==> src/rtl/armleocpu_dmi_target.sv <==
// Debug Module end of the DMI bus: decodes a small set of DM registers, drives
// halt/resume/ndmreset to the hart and runs abstract register-access commands.
module armleocpu_dmi_target #(
    parameter logic [7:0]  DM_ID      = 8'h00,
    parameter logic [31:0] DATA_RESET = 32'h0
) (
    input  logic        clk,
    input  logic        rst_n,
    input  logic        dmi_req_valid,
    output logic        dmi_req_ready,
    input  logic        dmi_req_wen,
    input  logic [31:0] dmi_req_wdata,
    input  logic [15:0] dmi_req_addr,
    output logic        dmi_resp_valid,
    input  logic        dmi_resp_ready,
    output logic [31:0] dmi_resp_rdata,
    output logic        dmi_resp_addr_exists,
    output logic        dmi_resp_unknown_error,
    output logic        dbg_haltreq,
    output logic        dbg_resumereq,
    input  logic        dbg_halted,
    output logic        dbg_ndmreset,
    output logic        dbg_cmd_valid,
    input  logic        dbg_cmd_ready,
    output logic        dbg_cmd_write,
    output logic [15:0] dbg_cmd_regno,
    output logic [31:0] dbg_cmd_wdata,
    input  logic        dbg_cmd_done,
    input  logic        dbg_cmd_error,
    input  logic [31:0] dbg_cmd_rdata
);
    typedef enum logic {S_IDLE, S_RESP} dmi_state_t;
    typedef enum logic [1:0] {A_IDLE, A_REQ, A_WAIT} abs_state_t;

    dmi_state_t r_state, w_state_nxt;
    abs_state_t r_abs, w_abs_nxt;

    logic [31:0] r_data0, r_resp_rdata, r_cmd_wdata;
    logic [15:0] r_cmd_regno;
    logic [2:0]  r_cmderr, w_cmderr_nxt;
    logic        r_dmactive, r_haltreq, r_resumereq, r_ndmreset, r_resumeack;
    logic        r_resp_exists, r_cmd_write;

    logic [7:0]  w_off;
    logic [31:0] w_rdata;
    logic        w_exists, w_accept, w_busy, w_abs_done, w_cmd_bad;
    logic        w_wr_data0, w_wr_dmctl, w_wr_acs, w_wr_cmd, w_dm_clear, w_cmd_ok;

    assign w_off      = dmi_req_addr[7:0];
    assign w_accept   = (r_state == S_IDLE) && dmi_req_valid;
    assign w_busy     = (r_abs != A_IDLE);
    assign w_wr_data0 = w_accept && dmi_req_wen && w_exists && (w_off == 8'h04);
    assign w_wr_dmctl = w_accept && dmi_req_wen && w_exists && (w_off == 8'h10);
    assign w_wr_acs   = w_accept && dmi_req_wen && w_exists && (w_off == 8'h16);
    assign w_wr_cmd   = w_accept && dmi_req_wen && w_exists && (w_off == 8'h17);
    assign w_dm_clear = w_wr_dmctl && !dmi_req_wdata[0];
    assign w_cmd_bad  = (dmi_req_wdata[31:24] != 8'h00) || (dmi_req_wdata[22:20] != 3'd2);
    assign w_cmd_ok   = w_wr_cmd && (r_cmderr == 3'd0) && r_dmactive && !w_busy && !w_cmd_bad
                        && dmi_req_wdata[17] && dbg_halted;
    // A done pulse counts in REQ only when it arrives together with ready.
    assign w_abs_done = dbg_cmd_done && ((r_abs == A_WAIT) || ((r_abs == A_REQ) && dbg_cmd_ready));

    always_comb begin
        w_exists = 1'b0;
        w_rdata  = 32'h0;
        if (dmi_req_addr[15:8] == DM_ID) begin
            case (w_off)
                8'h04: begin w_exists = 1'b1; w_rdata = r_data0; end
                8'h10: begin w_exists = 1'b1; w_rdata = {r_haltreq, 29'h0, r_ndmreset, r_dmactive}; end
                8'h11: begin
                    w_exists       = 1'b1;
                    w_rdata        = 32'h0000_0082;
                    w_rdata[9:8]   = {2{dbg_halted}};
                    w_rdata[11:10] = {2{!dbg_halted}};
                    w_rdata[17:16] = {2{r_resumeack}};
                end
                8'h12, 8'h17: w_exists = 1'b1;
                8'h16: begin
                    w_exists      = 1'b1;
                    w_rdata[3:0]  = 4'd1;
                    w_rdata[10:8] = r_cmderr;
                    w_rdata[12]   = w_busy;
                end
                default: ;
            endcase
        end
    end

    // W1C applies first, busy-collision errors next, completion fault last.
    always_comb begin
        w_cmderr_nxt = r_cmderr;
        if (w_wr_acs)
            w_cmderr_nxt = r_cmderr & ~dmi_req_wdata[10:8];
        if ((w_wr_acs || w_wr_data0) && w_busy && (w_cmderr_nxt == 3'd0))
            w_cmderr_nxt = 3'd1;
        if (w_wr_cmd && (r_cmderr == 3'd0) && r_dmactive) begin
            if (w_busy)
                w_cmderr_nxt = 3'd1;
            else if (w_cmd_bad)
                w_cmderr_nxt = 3'd2;
            else if (dmi_req_wdata[17] && !dbg_halted)
                w_cmderr_nxt = 3'd4;
        end
        if (w_abs_done && dbg_cmd_error)
            w_cmderr_nxt = 3'd3;
    end

    always_comb begin
        w_state_nxt    = r_state;
        dmi_req_ready  = (r_state == S_IDLE);
        dmi_resp_valid = (r_state == S_RESP);
        case (r_state)
            S_IDLE: if (dmi_req_valid) w_state_nxt = S_RESP;
            S_RESP: if (dmi_resp_ready) w_state_nxt = S_IDLE;
            default: w_state_nxt = S_IDLE;
        endcase
    end

    always_comb begin
        w_abs_nxt     = r_abs;
        dbg_cmd_valid = (r_abs == A_REQ);
        case (r_abs)
            A_IDLE: if (w_cmd_ok) w_abs_nxt = A_REQ;
            A_REQ:  if (dbg_cmd_ready) w_abs_nxt = dbg_cmd_done ? A_IDLE : A_WAIT;
            A_WAIT: if (dbg_cmd_done) w_abs_nxt = A_IDLE;
            default: w_abs_nxt = A_IDLE;
        endcase
        if (w_dm_clear)
            w_abs_nxt = A_IDLE;
    end

    always_ff @(posedge clk) begin
        if (!rst_n) begin
            r_state <= S_IDLE;
            r_abs   <= A_IDLE;
        end else begin
            r_state <= w_state_nxt;
            r_abs   <= w_abs_nxt;
        end
    end

    always_ff @(posedge clk) begin
        if (!rst_n) begin
            r_resp_rdata  <= 32'h0;
            r_resp_exists <= 1'b0;
            r_data0       <= DATA_RESET;
            r_dmactive    <= 1'b0;
            r_haltreq     <= 1'b0;
            r_resumereq   <= 1'b0;
            r_ndmreset    <= 1'b0;
            r_resumeack   <= 1'b0;
            r_cmderr      <= 3'd0;
            r_cmd_write   <= 1'b0;
            r_cmd_regno   <= 16'h0;
            r_cmd_wdata   <= 32'h0;
        end else begin
            if (w_accept) begin
                r_resp_rdata  <= dmi_req_wen ? 32'h0 : w_rdata;
                r_resp_exists <= w_exists;
            end
            r_cmderr <= w_cmderr_nxt;
            if (w_abs_done && !dbg_cmd_error && !r_cmd_write)
                r_data0 <= dbg_cmd_rdata;
            else if (w_wr_data0 && !w_busy)
                r_data0 <= dmi_req_wdata;
            if (r_resumereq && !dbg_halted) begin
                r_resumereq <= 1'b0;
                r_resumeack <= 1'b1;
            end
            if (w_wr_dmctl) begin
                if (!r_dmactive) begin
                    r_dmactive <= 1'b1;
                end else begin
                    r_haltreq  <= dmi_req_wdata[31];
                    r_ndmreset <= dmi_req_wdata[1];
                    if (dmi_req_wdata[30] && !dmi_req_wdata[31]) begin
                        r_resumereq <= 1'b1;
                        r_resumeack <= 1'b0;
                    end
                end
            end
            if (w_cmd_ok) begin
                r_cmd_write <= dmi_req_wdata[16];
                r_cmd_regno <= dmi_req_wdata[15:0];
                r_cmd_wdata <= r_data0;
            end
            // dmactive=0 returns every DM register to its reset value.
            if (w_dm_clear) begin
                r_data0     <= DATA_RESET;
                r_dmactive  <= 1'b0;
                r_haltreq   <= 1'b0;
                r_resumereq <= 1'b0;
                r_ndmreset  <= 1'b0;
                r_resumeack <= 1'b0;
                r_cmderr    <= 3'd0;
                r_cmd_write <= 1'b0;
                r_cmd_regno <= 16'h0;
                r_cmd_wdata <= 32'h0;
            end
        end
    end

    assign dmi_resp_rdata         = r_resp_rdata;
    assign dmi_resp_addr_exists   = r_resp_exists;
    assign dmi_resp_unknown_error = 1'b0;
    assign dbg_haltreq            = r_haltreq;
    assign dbg_resumereq          = r_resumereq;
    assign dbg_ndmreset           = r_ndmreset;
    assign dbg_cmd_write          = r_cmd_write;
    assign dbg_cmd_regno          = r_cmd_regno;
    assign dbg_cmd_wdata          = r_cmd_wdata;
endmodule
==> config.mk <==
export PLATFORM = sky130hd
export DESIGN_NAME = armleocpu_dmi_target
export DESIGN_NICKNAME = d
export VERILOG_FILES = /design/src/rtl/armleocpu_dmi_target.sv
export SDC_FILE = /design/constraint.sdc
export NUM_CORES = 1
export LEC_CHECK = 0
export ABC_CLOCK_PERIOD_IN_PS = 3600
export BUFFER_PORTS_ARGS = -buffer_cell sky130_fd_sc_hd__buf_2
export CORE_MARGIN = 2
export CORE_UTILIZATION = 40
export CTS_BUF_LIST = sky130_fd_sc_hd__clkbuf_8
export CTS_CLUSTER_DIAMETER = 30
export DETAILED_ROUTE_END_ITERATION = 6
export PLACE_DENSITY = 0.65
export SLEW_MARGIN = 25
export SYNTH_ARGS = -nofsm -noshare
export SYNTH_HDL_FRONTEND = slang
export SYNTH_SLANG_ARGS = --single-unit
==> constraint.sdc <==
create_clock -name clk -period 3.6 [get_ports clk]
set_clock_uncertainty 0.1 [all_clocks]
set_input_delay 0.18 -clock clk [delete_from_list [all_inputs] [get_ports clk]]
set_output_delay 0.18 -clock clk [all_outputs]
set_load 0.01 [all_outputs]
==> results of run 1 <==
==> per-stage QoR <==
stage	std cells	power [mW]	util	hold WS, ns	setup slack (ns)
4_1_cts	1016	2.838	0.5684	0.002403	0.5947
3_5_place_dp	919	1.562	0.4881	0.3019	0.8250
5_1_grt	1016	2.912	0.5685	0.003505	0.3675
3_3_place_gp	919	1.561	0.4881	0.2942	0.9165
6_report	1016	2.823	0.5685	0.03282	0.4986
2_1_floorplan	610	1.473	-	0.1561	1.432
==> metal layers <==
| layer | part of all wire | GRT usage |
|---|---|---|
| met5 | 0 | 0 |
| met3 | 0.067 | 0.05404 |
| met1 | 0.44 | 0.3469 |
| met4 | 0.022 | 0.09302 |
| met2 | 0.47 | 0.4140 |
==> kinds of logic after synthesis <==
group / count (synthesis) / synth area share
compound gates: 196 / 0.2220
simple gates: 191 / 0.2103
flops: 125 / 0.4572
buf+inv: 62 / 0.04595
mux: 34 / 0.06219
xor+xnor: 1 / 0.001601
other cells: 1 / 0.0006852
==> worst paths after layout <==
check	from	end	slack, ns	cells past startpoint
worst max-delay path	dmi_resp_valid	r_data0[23]	0.50	6
worst min register to register	dbg_cmd_wdata[27]	dbg_cmd_wdata[27]	0.38	2
worst min-delay path	dmi_req_wdata[28]	r_data0[28]	0.03	3
worst max register to register	dmi_resp_valid	r_data0[23]	0.50	6
==> timing repair <==
action,CTS,global route
hold buffers,66,0
hold endpoints to repair,55,0
buffers inserted,0,0
==> critical path: cells and delay by family, from the launching register on <==
family | cells | cell delay [ns]
and+or+nand+nor | 2 | 0.46
DFF | 1 | 0.36
AOI/OAI and AO/OA | 2 | 0.93
buffers and inverters | 2 | 1.12
==> final cells by class <==
class,count,area [µm²]
Clock inverter,8,90.09
Multi-Input combinational cell,423,2760
Tap cell,176,220.2
Sequential cell,125,2502
Clock buffer,23,316.6
Timing Repair Buffer,257,1654
Fill cell,1184,5737
Inverter,4,15.01
==> layout by cell type, fill, tap and decap left out, types with 2 or more instances in the layout <==
master                          instances
sky130_fd_sc_hd__buf_2                176
sky130_fd_sc_hd__dfxtp_1              125
sky130_fd_sc_hd__dlygate4sd3_1         66
sky130_fd_sc_hd__a21oi_1               58
sky130_fd_sc_hd__o21ai_0               56
sky130_fd_sc_hd__nand4_1               52
sky130_fd_sc_hd__nor2_1                42
sky130_fd_sc_hd__a211oi_1              35
sky130_fd_sc_hd__mux2i_1               34
sky130_fd_sc_hd__nor2b_1               31
sky130_fd_sc_hd__a22oi_1               29
sky130_fd_sc_hd__clkbuf_8              23
sky130_fd_sc_hd__buf_4                 15
sky130_fd_sc_hd__nand2_1               13
sky130_fd_sc_hd__inv_1                  7
sky130_fd_sc_hd__nand3_1                6
sky130_fd_sc_hd__and3_1                 4
sky130_fd_sc_hd__nor4_1                 4
sky130_fd_sc_hd__a21boi_0               4
sky130_fd_sc_hd__and2_1                 4
sky130_fd_sc_hd__and4_1                 3
sky130_fd_sc_hd__nand4b_1               3
sky130_fd_sc_hd__nor3b_1                3
sky130_fd_sc_hd__a221o_1                3
sky130_fd_sc_hd__nor4_2                 2
sky130_fd_sc_hd__and3b_1                2
sky130_fd_sc_hd__nand3b_1               2
sky130_fd_sc_hd__or3b_2                 2
sky130_fd_sc_hd__nor4b_4                2
sky130_fd_sc_hd__nand3_2                2
sky130_fd_sc_hd__nor3_1                 2
sky130_fd_sc_hd__clkinv_2               2
sky130_fd_sc_hd__bufinv_16              2
==> state kept, by name, summed over array words and instances, names as in the netlist <==
signal and count:
dbg_cmd_regno 16, dbg_cmd_wdata 32, dbg_cmd_write 1, dbg_haltreq 1
dbg_ndmreset 1, dbg_resumereq 1, dmi_resp_addr_exists 1, dmi_resp_rdata 32
dmi_resp_valid 1, r_abs 2, r_cmderr 3, r_data0 32
r_dmactive 1, r_resumeack 1
==> power by group <==
part           switching (mW)  internal (mW)
logic                   0.100         0.0963
clock network           0.527          0.714
registers             0.00130           1.38
total                   0.629           2.19
==> impl_summary.md, run 1 <==
STA
Counting I/O delays and the setup requirement, the final critical path takes 3.101 ns. The max-slew violation count came to 0. The final sum of negative setup slack is 0 ns. The slew at the pin closest to its max-slew limit is 0.9607 ns. The maximum achievable frequency is 322.4 MHz. The worst pin sits at a relative slew slack of 0.3595.

Setup violations remaining at the end of the flow were counted as 0. The ratio of final minimum period to clock period is 0.8615. Setup repair after global routing left no endpoint under its margin. The final hold violation count came to 0.

Synth
The portion of the post-synthesis area used by sequential elements is 0.4572. In the synthesized netlist, the number of instances is 610. Among all cell types in the netlist, the one instantiated most often is sky130_fd_sc_hd__dfxtp_1.

The number of nets in the synthesized netlist is 699. Counting flops with a built-in enable in the synthesized netlist gives 0. The post-synthesis sequential element count is 125. By area the synthesized netlist is led by sky130_fd_sc_hd__dfxtp_1 (46%), sky130_fd_sc_hd__mux2i_1 (6.2%), sky130_fd_sc_hd__nand4_1 (5.9%). In the synthesized netlist the dominant register cell turns out to be sky130_fd_sc_hd__dfxtp_1.

The proportion of synthesized flip-flops having asynchronous set or reset is 0. The largest total area in the synthesized netlist belongs to sky130_fd_sc_hd__dfxtp_1. The post-synthesis cell type count is 55. The post-synthesis area per instance is 8.972 µm². The share of synthesized area in the top cell type comes to 0.4572.

The post-synth design cell area is 5473 µm². The total of warnings raised by yosys is 0. Counting instances in the post-synthesis netlist gives the leading cell types as sky130_fd_sc_hd__dfxtp_1 (125), sky130_fd_sc_hd__a21oi_1 (58), sky130_fd_sc_hd__o21ai_0 (56).

Global routing
Entering global routing, the biggest net connects 53 pins. The combined global-route utilization of all metal layers is 0.2595. The initial antenna violation count is 0. The total overflow left after global routing is 0. The number of global-route vias before repair is 5461. The first-pass GRT wire length is 29470 µm.

Clocking
Once the clock tree was built, the resizer swapped 0 gates to a different size. The clock tree root buffer cell is sky130_fd_sc_hd__clkbuf_8. The TritonCTS clock tree is done. The source-to-sink clock delay at the later pin of the worst-skew pair is 0.44 ns. CTS built an H-tree with a depth of 4.

The number of sinks driven by the clock tree is 125. TritonCTS created 17 clock buffers. The maximum clock insertion buffer count is 2. The clock-pin transition on the worst setup and hold timing paths is 0.07 ns.

Floorplan
The number of top-level pins is 178. The die is 121.0 µm tall. The core region is 13300 µm². The number of placement rows is 42. The initial utilization of the core area, before any placement, comes to 0.4116. The x dimension of the die is 121.0 µm. The die covers 14630 µm².

Place
Summed over all nets, the half-perimeter wirelength after detailed placement is 13400 µm. The congestion estimate from routability-driven global placement came to 0.9465. The post-placement cell area is 6490 µm². During placement, the flow inserted port buffers numbering 176.

Layout
The share of post-route cells with drive strength above 1 is 0.2821. The finished cells cover 7559 µm². Compared with the post-synthesis result, the final layout area differs by 38.11%. At the end of the flow, the number of nets in the layout was 917.

The repair_antennas step left the layout with diodes totalling 0.

Route
The final routed wire length divided by cell count is 19.04 µm. The number of DRC violations after detailed-routing iteration 0 is 435. The total via count after detailed routing is 5811.

The post-route antenna net violation count is 0. The total wire length after detailed routing is 19340 µm. The first-pass iteration count of the detailed router is 5.

The average via count per standard cell is 5.719. For this run, design rule violations remaining after detail routing come to 0.

Flow run
Across the run, the number of max-cap violations was 0.

Critical path
On the critical path, the stage with the largest delay is an instance of sky130_fd_sc_hd__o31ai_4. The critical path required time is 3.82 ns. The maximum fanout along the worst path is 38.

The critical path is of the flop to flop type. Traced cell by cell, the critical path runs through and3b_1, nand4_1, o31ai_4, buf_4, a211oi_1, dlygate4sd3_1. The kind of launch point of the worst setup path is a flop. Data on the critical path arrives at its endpoint at 3.32 ns. The delay of the slowest cell on the worst path is 0.83 ns. The type of element capturing the critical path is a flop.

Power
The areal power density over the cells is 373.4 nW/µm². The analysis attributes to cell leakage a power of 3.246 nW. The worst-case IR drop observed on VDD is 0.2125 mV.

Worst hold path
In this run the worst hold path is classified as primary input to flop.

Run status
The flow ran to the end, and the final reports show no timing, DRC or antenna violations.
No activity file was read; power rests on OpenSTA's default activity.
==> run 2: changes to the inputs <==
--- a/config.mk
+++ b/config.mk
@@ -12,7 +12,8 @@
 export CTS_BUF_LIST = sky130_fd_sc_hd__clkbuf_8
 export CTS_CLUSTER_DIAMETER = 30
 export DETAILED_ROUTE_END_ITERATION = 6
-export PLACE_DENSITY = 0.65
+export PLACE_DENSITY = 0.62
+export SETUP_SLACK_MARGIN = 0.3
 export SLEW_MARGIN = 25
 export SYNTH_ARGS = -nofsm -noshare
 export SYNTH_HDL_FRONTEND = slang
==> impl_summary.md, run 2 (synthesis gave the netlist of run 1 again) <==
Run status
The flow ran to the end, and the final reports show no timing, DRC or antenna violations.

Place
The number of port buffers is 176 (unchanged). The total placed cells including tap cells is 921 (+0.22%). The weighted congestion reported at the end of routability-driven placement is 0.9319 (-1.5%). The placed wire-length estimate after detailed placement came to 13490 µm (+0.66%).

Floorplan
The die extent in y was 121.0 µm (unchanged). The number of top-level pins is 178 (unchanged). The die outline area is 14630 µm² (unchanged).

The core footprint is 13300 µm² (unchanged). The x dimension of the die came to 121.0 µm (unchanged). The starting utilization of the core area is 0.4116 (unchanged). The number of placement rows is 42 (unchanged).

Critical path
The worst path arrival time came to 3.18 ns (-0.14 ns). STA classifies the critical path startpoint as a flop. The worst register-to-register path begins at dmi_resp_valid. The delay of the slowest cell on the worst path came to 0.76 ns (-0.07 ns). The number of cells traversed by the worst register-to-register path came to 6 (unchanged). The maximum fanout along the worst path was 36 (-5.3%). The critical path goes through and3b_1, nand4_1, o31ai_4, buf_4, a211oi_1, dlygate4sd3_1.

The type of element capturing the critical path is a flop. The critical path required time was 3.82 ns (about the same). The largest individual stage delay along the critical path comes from the cell sky130_fd_sc_hd__o31ai_4.

The setup slack of the most critical reg-to-reg path is 0.64 ns (+0.14 ns). The buffering stage count on the worst path with inverters included was 2 (unchanged). The critical path class is flop to flop. The cell class contributing the biggest share of worst-path delay is buffers and inverters. The reg-to-reg critical path endpoint is r_data0[28].

Clocking
The number of clock buffers inserted by TritonCTS is 17 (unchanged). The number of instances resized during post-cts repair is 0 (unchanged). The number of H-tree levels is 4 (unchanged). The clock tree root buffer cell is sky130_fd_sc_hd__clkbuf_8. TritonCTS built the clock tree. The source-to-sink clock delay at the later pin of the worst-skew pair came to 0.44 ns (about the same). The clock-pin transition on the worst setup and hold timing paths came to 0.07 ns (about the same). The number of sinks driven by the clock tree was 125 (unchanged).

The post-CTS setup buffer count is 0 (unchanged). The maximum clock insertion buffer count came to 2 (unchanged).

Route
The total via count after detailed routing is 5767 (-0.76%). The average via count per standard cell is 5.671 (-0.85%). The post-route antenna net violation count is 0 (unchanged).

The count of unresolved DRC violations after routing is 0 (unchanged). The number of DRC violations after detailed-routing iteration 0 is 474 (+9.0%). The total wire length after detailed routing came to 19700 µm (+1.8%). The final routed wire length divided by cell count is 19.37 µm (+1.7%). The first-pass iteration count of the detailed router is 4 (-1).

Layout
The share of post-route cells with drive strength above 1 is 0.2842 (+0.002043). The diode insertion count for antenna repair is 0 (unchanged). The net total in the final layout is 919 (+0.22%). The non-filler instance count after layout is 1017 (+0.098%). Leaving out fill and tap cells, the most frequent cells in the layout are sky130_fd_sc_hd__buf_2 (176), sky130_fd_sc_hd__dfxtp_1 (125), sky130_fd_sc_hd__dlygate4sd3_1 (66), sky130_fd_sc_hd__a21oi_1 (58), sky130_fd_sc_hd__o21ai_0 (56). Compared with the post-synthesis result, the final layout area differs by 37.70%.

The library cell used most frequently in the layout, excluding fill and tap cells, is sky130_fd_sc_hd__buf_2.

STA
The final hold violation count is 0 (unchanged). The final sum of negative setup slack was 0 ns (unchanged). The max-slew violation count is 0 (unchanged). The total setup violations reported at the end of the flow is 0 (unchanged).

Setup repair after global routing left no endpoint under its margin. The slew at the pin closest to its max-slew limit is 0.9423 ns (-0.01845 ns). The maximum achievable frequency was 337.7 MHz (+4.7%). The minimum period implied by the final worst setup slack was 2.961 ns (-0.1402 ns). The worst max-slew margin expressed relative to the limit came to 0.3556 (-0.003942).

The ratio of final minimum period to clock period was 0.8226 (-0.03894).

Global routing
The combined global-route utilization of all metal layers is 0.2680 (+0.008549). The first-pass GRT wire length was 30460 µm (+3.3%). The number of global-route vias before repair is 5602 (+2.6%).

The maximum number of pins on one net before global-route repair is 54 (+1.9%). The sum of overflow across all layers after global routing is 0 (unchanged). The initial antenna violation count is 0 (unchanged).

Worst hold path
The number of cells traversed by the worst hold path was 3 (unchanged). In this run the worst hold path is classified as primary input to flop. The capture endpoint of the worst hold path is r_data0[20]. The origin of the worst min-delay path is dmi_req_wdata[20].

Power
The maximum ir drop on the vdd rail is 0.2137 mV (+0.59%). The leakage power summed over all cells is 3.228 nW (-0.54%). The areal power density over the cells was 364.4 nW/µm² (-2.4%).

Flow run
The count of max-cap constraint violations is 0 (unchanged).
[run 2: worst reg2reg max path, cell delays in order (launching register included)]
cell and delay, ns:
sky130_fd_sc_hd__dfxtp_1 0.35, sky130_fd_sc_hd__and3b_1 0.25, sky130_fd_sc_hd__nand4_1 0.22, sky130_fd_sc_hd__o31ai_4 0.76
sky130_fd_sc_hd__buf_4 0.50, sky130_fd_sc_hd__a211oi_1 0.09, sky130_fd_sc_hd__dlygate4sd3_1 0.58
[run 2: layer usage]
layer	global-route usage	wire length, µm	up-vias	share of wire
li1	-	-	2722	-
met1	0.3699	8703	2750	0.44
met2	0.3919	8759	247	0.44
met3	0.06297	1493	48	0.076
met4	0.1301	743	0	0.038
met5	0	0	-	0
[run 2: what timing repair did]
item,CTS,global route
endpoints found under the hold margin,55,0
hold buffers,66,0
setup endpoints to repair,0,0
[run 2: how the worst max path moves through the flow]
stage                               start     endpoint  slack, ns  cells after the start
after floorplan           dmi_req_addr[4]  r_data0[10]       1.43                      7
after global placement    dmi_req_addr[5]  r_data0[17]       0.92                      8
after detailed placement  dmi_req_addr[5]  r_data0[27]       0.82                      8
after CTS                  dmi_resp_valid  r_data0[28]       0.66                      6
after global routing             r_abs[0]  r_data0[25]       0.43                      6
final                      dmi_resp_valid  r_data0[28]       0.64                      6
[run 2: where the power goes]
part | total [mW] | switching [mW] | internal, mW
combinational | 0.196 | 0.0995 | 0.0969
clock | 1.17 | 0.544 | 0.621
sequential | 1.38 | 0.00128 | 1.38
total | 2.75 | 0.645 | 2.10
[run 2: per-stage QoR]
stage	utilization	power, mW	hold slack, ns	worst slack (ns)	cell area (µm²)
2_1_floorplan	-	1.473	0.1561	1.432	5473
3_3_place_gp	0.4893	1.562	0.2867	0.9159	6505
3_5_place_dp	0.4893	1.563	0.2903	0.8167	6505
4_1_cts	0.5668	2.751	0.002330	0.6594	7536
5_1_grt	0.5668	2.832	0.01789	0.4271	7536
6_report	0.5668	2.746	0.01364	0.6388	7536
[run 2: cell type report]
| cell class | count | area, µm² |
|---|---|---|
| Clock buffer | 22 | 302.8 |
| Timing Repair Buffer | 259 | 1669 |
| Inverter | 4 | 15.01 |
| Tap cell | 176 | 220.2 |
| Sequential cell | 125 | 2502 |
| Multi-Input combinational cell | 423 | 2759 |
| Clock inverter | 8 | 67.56 |
| Fill cell | 1228 | 5759 |
==> run 3: changes to the inputs <==
--- a/config.mk
+++ b/config.mk
@@ -5,7 +5,7 @@
 export SDC_FILE = /design/constraint.sdc
 export NUM_CORES = 1
 export LEC_CHECK = 0
-export ABC_CLOCK_PERIOD_IN_PS = 3600
+export ABC_CLOCK_PERIOD_IN_PS = 3000
 export BUFFER_PORTS_ARGS = -buffer_cell sky130_fd_sc_hd__buf_2
 export CORE_MARGIN = 2
 export CORE_UTILIZATION = 40
==> constraint.sdc (replaced) <==
create_clock -name clk -period 3 [get_ports clk]
set_clock_uncertainty 0.1 [all_clocks]
set_input_delay 0.15 -clock clk [delete_from_list [all_inputs] [get_ports clk]]
set_output_delay 0.15 -clock clk [all_outputs]
set_load 0.01 [all_outputs]
==> impl_summary.md, run 3 (synthesis gave the netlist of run 1 again) <==
STA
The worst max-slew margin expressed relative to the limit is 0.3232 (-0.03238). The final sum of negative setup slack is 0 ns (unchanged). Setup repair after global routing left no endpoint under its margin. The slew at the pin closest to its max-slew limit is 1.015 ns (+0.07293 ns). The worst-case hold slack is 0.03094 ns (+0.01730 ns). The max-slew violation count is 0 (unchanged). The minimum period implied by the final worst setup slack is 2.566 ns (-0.3948 ns). The total setup violations reported at the end of the flow is 0 (unchanged). The final hold violation count was 0 (unchanged). The maximum achievable frequency was 389.7 MHz (+15%). The ratio of final minimum period to clock period is 0.8555 (+0.03292).

Global routing
met2 is the most crowded layer. The global routing usage on met1 is 0.3730 (+0.003090). The first-pass GRT wire length is 30900 µm (+1.5%). The met3 track demand over resource in global routing was 0.05686 (-0.006109).

The sum of overflow across all layers after global routing is 0 (unchanged). The global routing met2 resource utilization was 0.4368 (+0.04494). The combined global-route utilization of all metal layers is 0.2742 (+0.006175). The maximum number of pins on one net before global-route repair is 65 (+20%).

The number of global-route vias before repair was 5607 (+0.089%). The initial antenna violation count is 0 (unchanged).

Worst hold path
The worst hold path belongs to the class primary input to flop. The worst hold path terminates at r_data0[17]. The number of cells traversed by the worst hold path was 3 (unchanged). In this run the most critical hold path is launched from dmi_req_wdata[17].

Critical path
The maximum fanout along the worst path is 32 (-11%). The critical path class is flop to flop. The kind of launch point of the worst setup path is a flop. The setup slack of the most critical reg-to-reg path is 0.43 ns (-0.21 ns). The critical path required time is 3.29 ns (-0.53 ns). The worst setup path is captured at a flop. The worst register-to-register path begins at dmi_resp_valid. The number of cells traversed by the worst register-to-register path is 7 (+1).

The worst path arrival time is 2.86 ns (-0.32 ns). The reg-to-reg critical path endpoint is r_data0[23].

Flow run
The count of max-cap constraint violations is 0 (unchanged).

Clocking
TritonCTS built the clock tree. The maximum clock insertion buffer count came to 2 (unchanged). The clock tree root buffer cell is sky130_fd_sc_hd__clkbuf_8.

The clock-pin transition on the worst setup and hold timing paths is 0.07 ns (about the same). The number of clock buffers inserted by TritonCTS is 17 (unchanged). The source-to-sink clock delay at the later pin of the worst-skew pair is 0.45 ns (about the same). The number of H-tree levels is 4 (unchanged).

The number of sinks driven by the clock tree is 125 (unchanged).

Power
The portion of total power attributed to combinational logic is 0.070 (-0.002). The share of power burned in registers is 0.471 (-0.033). The part of the power in the clock network is 0.459 (+0.035).

The total internal power came to 2.750 mW (+31%). The areal power density over the cells is 452.5 nW/µm² (+24%). The net switching power was 0.7792 mW (+21%). The fraction of power spent switching nets is 0.2208 (-0.01401).

The leakage power summed over all cells is 3.378 nW (+4.6%). The maximum ir drop on the vdd rail came to 0.3842 mV (+80%).

Floorplan
The x dimension of the die is 121.0 µm (unchanged). The number of top-level pins is 178 (unchanged). The die outline area came to 14630 µm² (unchanged). The die extent in y came to 121.0 µm (unchanged). The starting utilization of the core area came to 0.4116 (unchanged). The number of placement rows was 42 (unchanged).

The core footprint came to 13300 µm² (unchanged).

Layout
The net total in the final layout is 933 (+1.5%). The most common cell after layout, fill and taps aside is sky130_fd_sc_hd__buf_2. The share of post-route cells with drive strength above 1 is 0.2847 (+0.0005286).

The final-layout fill cell count came to 1201 (-2.2%). The diode insertion count for antenna repair is 0 (unchanged). In the layout the commonest cells are sky130_fd_sc_hd__buf_2 (176), sky130_fd_sc_hd__dfxtp_1 (125), sky130_fd_sc_hd__dlygate4sd3_1 (76), sky130_fd_sc_hd__a21oi_1 (58), sky130_fd_sc_hd__o21ai_0 (56). The area growth from synthesis to layout is 42.52%.

Place
The placed wire-length estimate after detailed placement is 13290 µm (-1.5%). The weighted congestion reported at the end of routability-driven placement is 0.8738 (-6.2%). The number of port buffers was 176 (unchanged).

Route
The post-route antenna net violation count is 0 (unchanged). The total via count after detailed routing is 5895 (+2.2%). The average via count per standard cell is 5.707 (+0.64%).

The number of DRC violations after detailed-routing iteration 0 is 434 (-8.4%). The count of unresolved DRC violations after routing is 0 (unchanged). The final routed wire length divided by cell count was 19.58 µm (+1.1%).

The total wire length after detailed routing came to 20230 µm (+2.7%). The first-pass iteration count of the detailed router was 5 (+1).

Run status
The run finished with clean final reports.
-- run 3: routing by layer --
| layer | routed length, µm | part of all wire |
|---|---|---|
| met2 | 9559 | 0.47 |
| met1 | 8920 | 0.44 |
| met4 | 396 | 0.020 |
| met5 | 0 | 0 |
| met3 | 1352 | 0.067 |
-- run 3: worst max-delay path, stage by stage, from the launching register on --
cell	delay [ns]
sky130_fd_sc_hd__dfxtp_1	0.41
sky130_fd_sc_hd__nor2b_1	0.09
sky130_fd_sc_hd__and4_1	0.24
sky130_fd_sc_hd__nand3_2	0.06
sky130_fd_sc_hd__buf_4	0.50
sky130_fd_sc_hd__mux2i_1	0.16
sky130_fd_sc_hd__a211oi_1	0.30
sky130_fd_sc_hd__dlygate4sd3_1	0.61
-- run 3: area by class of cell --
type / count / area [µm²] / area share
Timing Repair Buffer: 273 / 1862 / 0.2387
Clock inverter: 8 / 111.4 / 0.01428
Multi-Input combinational cell: 423 / 2759 / 0.3537
Sequential cell: 125 / 2502 / 0.3208
Tap cell: 176 / 220.2 / 0.02823
Inverter: 4 / 15.01 / 0.001925
Clock buffer: 24 / 330.3 / 0.04235
-- run 3: worst max path at each step --
| stage | end | cells after the start | startpoint | slack, ns |
|---|---|---|---|---|
| floorplan | r_data0[10] | 7 | dmi_req_addr[4] | 0.86 |
| global placement | r_cmderr[0] | 6 | dmi_req_addr[5] | 0.34 |
| detailed placement | r_cmderr[0] | 6 | dmi_req_addr[5] | 0.38 |
| CTS | r_data0[19] | 6 | dmi_resp_valid | 0.37 |
| global route | r_data0[19] | 7 | dmi_resp_valid | 0.32 |
| finish | r_data0[23] | 7 | dmi_resp_valid | 0.43 |
-- run 3: repair_timing --
item	4_1_cts	5_1_grt
hold buffers	76	0
buffers inserted	0	2
resized for setup	0	0
setup endpoints to repair	0	10
hold endpoints to repair	59	0
-- run 3: power by group through the flow --
stage               logic, mW  registers, mW  clock network (mW)
CTS                     0.237           1.66                1.64
detailed placement      0.180           1.70                   0
global route            0.260           1.66                1.72
global placement        0.178           1.70                   0
floorplan              0.0687           1.70                   0
finish                  0.247           1.66                1.62
-- run 3: through the flow --
stage | power (mW) | setup WS [ns] | instances | util | instance area (µm²)
finish | 3.529 | 0.4336 | 1033 | 0.5867 | 7800
global route | 3.641 | 0.3247 | 1033 | 0.5867 | 7800
CTS | 3.533 | 0.3689 | 1031 | 0.5846 | 7772
detailed placement | 1.879 | 0.3808 | 923 | 0.4942 | 6570
global placement | 1.877 | 0.3413 | 923 | 0.4942 | 6570
floorplan | 1.768 | 0.8620 | 610 | - | 5473
